==> src/rtl/bram_stream_fifo_pkg.sv <==
// Shared sizing helpers for the BRAM-backed stream FIFO.
// The depth and the occupancy-counter width are both derived from the BRAM address width.
package bram_stream_fifo_pkg;

  function automatic int unsigned fifo_depth(input int unsigned addr_width);
    return 32'd1 << addr_width;
  endfunction

  function automatic int unsigned level_width(input int unsigned addr_width);
    return addr_width + 32'd1;
  endfunction

endpackage

==> src/rtl/bram_simple_synch_dual_port.sv <==
// Simple synchronous dual-port BRAM: one write port, one registered read port.
// A read and a write to the same address on the same edge return the old contents.
module bram_simple_synch_dual_port #(
  parameter int ADDR_WIDTH = 3,
  parameter int DATA_WIDTH = 8
) (
  input  logic                  clk,
  input  logic                  we,
  input  logic [ADDR_WIDTH-1:0] addr_w,
  input  logic [DATA_WIDTH-1:0] din,
  input  logic [ADDR_WIDTH-1:0] addr_r,
  output logic [DATA_WIDTH-1:0] dout
);

  logic [DATA_WIDTH-1:0] mem [2**ADDR_WIDTH];

  always_ff @(posedge clk) begin
    if (we) begin
      mem[addr_w] <= din;
    end
    dout <= mem[addr_r];
  end

endmodule

==> src/rtl/bram_stream_fifo.sv <==
// Valid/ready stream FIFO around a simple dual-port BRAM.
// The read address looks one word ahead on a pop, so the BRAM's registered read never stalls the stream.
module bram_stream_fifo
  import bram_stream_fifo_pkg::*;
#(
  parameter int ADDR_WIDTH = 3,
  parameter int DATA_WIDTH = 8
) (
  input  logic                  clk,
  input  logic                  reset,
  input  logic                  s_valid,
  input  logic [DATA_WIDTH-1:0] s_data,
  output logic                  s_ready,
  output logic                  m_valid,
  output logic [DATA_WIDTH-1:0] m_data,
  input  logic                  m_ready,
  output logic [ADDR_WIDTH:0]   level
);

  localparam int unsigned DEPTH = fifo_depth(ADDR_WIDTH);
  localparam int unsigned CNT_W = level_width(ADDR_WIDTH);

  logic [ADDR_WIDTH-1:0] wr_ptr_q, wr_ptr_d;
  logic [ADDR_WIDTH-1:0] rd_ptr_q, rd_ptr_d;
  logic [CNT_W-1:0]      count_q, count_d;
  logic                  m_valid_q, m_valid_d;

  logic                  push;
  logic                  pop;
  logic [ADDR_WIDTH-1:0] addr_r;
  logic                  bram_we;

  always_comb begin
    s_ready   = (count_q != CNT_W'(DEPTH));
    push      = s_valid & s_ready;
    pop       = m_valid_q & m_ready;
    bram_we   = push & ~reset;
    addr_r    = pop ? (rd_ptr_q + ADDR_WIDTH'(1)) : rd_ptr_q;
    wr_ptr_d  = push ? (wr_ptr_q + ADDR_WIDTH'(1)) : wr_ptr_q;
    rd_ptr_d  = pop ? (rd_ptr_q + ADDR_WIDTH'(1)) : rd_ptr_q;
    count_d   = count_q + CNT_W'(push) - CNT_W'(pop);
    // A word written on this edge cannot be read back on the same edge, so it is left out here.
    m_valid_d = ((count_q - CNT_W'(pop)) != '0);
  end

  always_ff @(posedge clk) begin
    if (reset) begin
      wr_ptr_q  <= '0;
      rd_ptr_q  <= '0;
      count_q   <= '0;
      m_valid_q <= 1'b0;
    end else begin
      wr_ptr_q  <= wr_ptr_d;
      rd_ptr_q  <= rd_ptr_d;
      count_q   <= count_d;
      m_valid_q <= m_valid_d;
    end
  end

  bram_simple_synch_dual_port #(
    .ADDR_WIDTH (ADDR_WIDTH),
    .DATA_WIDTH (DATA_WIDTH)
  ) u_bram (
    .clk    (clk),
    .we     (bram_we),
    .addr_w (wr_ptr_q),
    .din    (s_data),
    .addr_r (addr_r),
    .dout   (m_data)
  );

  assign m_valid = m_valid_q;
  assign level   = count_q;

endmodule

==> config.mk <==
export PLATFORM = sky130hd
export DESIGN_NAME = bram_stream_fifo
export DESIGN_NICKNAME = d
export VERILOG_FILES = /design/src/rtl/bram_stream_fifo_pkg.sv /design/src/rtl/bram_simple_synch_dual_port.sv /design/src/rtl/bram_stream_fifo.sv
export SDC_FILE = /design/constraint.sdc
export NUM_CORES = 1
export LEC_CHECK = 0
export CORE_AREA = 5 5 99 73
export CTS_CLUSTER_DIAMETER = 200
export DETAILED_ROUTE_END_ITERATION = 8
export DIE_AREA = 0 0 104 78
export MAX_ROUTING_LAYER = met4
export PLACE_DENSITY = 0.75
export SKIP_CTS_REPAIR_TIMING = 1
export SLEW_MARGIN = 20
export SYNTH_ARGS = -nofsm -noshare
export SYNTH_HDL_FRONTEND = slang
export SYNTH_SLANG_ARGS = --single-unit
==> constraint.sdc <==
create_clock -name clk -period 3.15 [get_ports clk]
set_clock_uncertainty 0.2 [all_clocks]
set_input_delay 0.945 -clock clk [delete_from_list [all_inputs] [get_ports clk]]
set_output_delay 0.945 -clock clk [all_outputs]
set_load 0.01 [all_outputs]
==> results.cfg <==
[status]
status = finished, final reports clean

[worst_hold_path]
min_delay_path_depth = 2
hold_class = reg2reg
hold_end = wr_ptr_q[1]
min_from = wr_ptr_q[1]

[global_route]
grt_pass1_vias = 2282
grt_use_total_pct = 19.3
grt_start_max_net_pins = 34
grt_pass1_wl_mm = 11.6
antenna_found_initial = 0
grt-ovfl-total = 0

[pwr]
p_comb_share_pct = 30.0
p_int_mw = 2.13
total_power_mw = 3.03
power_density_nw_per_um2 = 736
leakage_nw = 1.49
p_clk_share_pct = 24.9
switching_power_uw = 903
swShare_pct = 29.8
ir_drop_mv = 0.335
power_frac_seq_pct = 45.1

[finish]
final_nets = 316
layout-drive-gt1-share_pct = 16.1
diodes = 0
n_fill_cell = 471
fin_util_pct = 67.3
syn2layout_area_growth_pct = 21.1
multi_input_area_um2 = 1030
final-seq-area_um2 = 2300
final_cells = 377

[logic_synthesis]
synth-seq-cells = 83
yosys_most_used_dff = edfxtp_1
synth_edf_count = 64
async_reset_ff_share_pct = 0
syn_avg_cell_area_um2 = 13.9
synthAdderAreaFrac_pct = 3.90
ys_seq_area_share_pct = 67.6
synth_cell_types = 39
synthXorXnorAreaFrac_pct = 1.29
synth-compound-area-share_pct = 11.3
synth_top_family_by_area = simple AND/OR/NAND/NOR gates
synthesis.nets = 267
synthSimpleGateAreaFrac_pct = 13.7
synth_area_um2 = 3400
ys_warn_count = 0
synthCells = 245
synthMuxAreaShare_pct = 0

[route]
drt_pass1_iterations = 4
drc_errors = 0
vias = 2233
drt.antenna.violating_nets = 0
drt_iter0_drc = 184
viasPerCell = 5.92
wire_per_inst_um = 19.4
drt_wl_total_mm = 7.32

[cts]
clk-insertion-delay-late_ps = 350
clockRootBuffer = clkbuf_8
cts_buffers = 9
cts.reportedPaths.clkPinSlew_ps = 80
cts_sinks = 83
cts_buffer_depth = 2
htreeDepth = 3
cts_tree = done

[placement]
placed_cells = 361
gp_congestion = 0.784
port_buffers = 25
dp_hpwl_mm = 4.80

[die]
core_area_um2 = 6130
rows = 24
dieWidth_um = 104
floorplan.initialDensity_pct = 55.6
io_pins = 26
die_area_um2 = 8110
die_y_um = 78

[sta]
relSlewSlack_pct = 72.0
finalHoldWorstSlack_ps = 350
finalSetupTns_ps = 0
timing.fmax_mhz = 356
finalSetupViolations = 0
worst_pin_slew_ps = 418
hold_viol = 0
fin_crit_ps = 2810
finalMaxSlewViolations = 0
min_period_over_period_pct = 89.2
grt_setup_unrepaired = no

[critical_path]
r2r_end = level[2]
criticalPathCategory = reg2out
cp.arrival_ps = 1660
crit_fanout = 5
crit_path_start_kind = flop
reg2regPathDepth = 11
r2r_setup_slack_ps = 540
r2r_start = level[2]
required_ps = 2000
crit_path_end_kind = output pin

[flow_run]
cap_violations = 0
[power by group through the flow]
stage | combinational (mW) | clock, mW | sequential, mW
6_report | 0.908 | 0.755 | 1.37
5_1_grt | 0.987 | 0.821 | 1.39
4_1_cts | 0.917 | 0.774 | 1.37
3_5_place_dp | 0.914 | 0 | 1.39
3_3_place_gp | 0.888 | 0 | 1.39
2_1_floorplan | 0.457 | 0 | 1.42
[cell type report]
cell class                      count  share of cell area, %
Clock buffer                        9                   3.00
Clock inverter                      7                   1.82
Inverter                            7                  0.637
Multi-Input combinational cell    144                   24.9
Sequential cell                    83                   55.8
Tap cell                           78                   2.37
Timing Repair Buffer               49                   11.4
[registers in the layout, summed over array words and instances (netlist names)]
name and flops:
u_bram.mem 64, u_bram.dout 8, level 4, rd_ptr_q 3, wr_ptr_q 3, m_valid 1
[cells by family (layout without fill, tap and decap cells)]
kind of cell / after synthesis / in the layout
AOI/OAI and AO/OA: 47 / 47
adders and majority gates: 10 / 10
DFF: 83 / 83
and+or+nand+nor: 82 / 82
xor gates and xnor gates: 5 / 5
buffers and inverters: 18 / 72
[cells in the mapped netlist (3+ instances only)]
master,instances,area [µm²]
buf_2,5,25.0
a221oi_1,16,140
dfxtp_1,19,380
nand3b_1,3,22.5
nand3_1,3,15.0
nor4_1,8,50.1
inv_1,7,26.3
ha_1,9,113
a211oi_1,16,120
edfxtp_1,64,1920
xnor2_1,3,26.3
and3_1,33,206
clkbuf_1,6,22.5
nor3_1,4,20.0
nor2_1,14,52.6
nand2_1,6,22.5
a21oi_1,3,15.0
[worst max-delay path, stage by stage (launching register included)]
cell            delay, ps
dfxtp_1               350
inv_1                 110
ha_1                  140
or3b_2                510
dlymetal6s2s_1        200
[metal layers]
metal	part of all wire, %	vias to the layer above	track usage (%)	wire, µm
met5	0	-	-	0
li1	-	1072	-	-
met3	8.5	12	6.47	626
met4	1.8	0	8.02	129
met1	43	1058	24.5	3150
met2	47	91	28.6	3420
[how the worst max path moves through the flow]
| stage | cells after the start | end | startpoint | slack, ps |
|---|---|---|---|---|
| floorplan | 12 | level[2] | level[2] | 450 |
| global placement | 8 | u_bram.dout[6] | m_ready | 70 |
| detailed placement | 9 | level[2] | m_ready | 60 |
| CTS | 4 | s_ready | level[2] | 5 |
| global route | 4 | s_ready | level[2] | 230 |
| finish | 4 | s_ready | level[2] | 340 |
[cells in the final DEF (no fill, tap or decap), drive strengths merged]
cell	n
a221oi	16
and4b	1
and2	2
o21bai	1
clkinv	1
a32oi	2
ha	9
bufinv	1
and3	33
xor2	2
nor4	8
o21a	1
nand4	1
or3b	1
dfxtp	19
a21boi	1
nor3	4
nand3b	3
a31oi	1
edfxtp	64
fa	1
or3	1
inv	9
nand3	3
a211oi	16
o211ai	1
clkinvlp	3
nor2b	2
buf	24
clkdlybuf4s50	24
a21oi	3
nand2	8
o21ai	3
and3b	1
xnor2	3
nor2	14
dlymetal6s2s	1
a21bo	2
clkbuf	9
[stage by stage]
| step | cell area [µm²] | worst slack (ps) |
|---|---|---|
| after floorplan | 3400 | 454 |
| after global placement | 3920 | 69.6 |
| after detailed placement | 3920 | 55.5 |
| after CTS | 4120 | 5.07 |
| after global routing | 4120 | 230 |
| final | 4120 | 342 |
No activity file was read; power rests on OpenSTA's default activity.
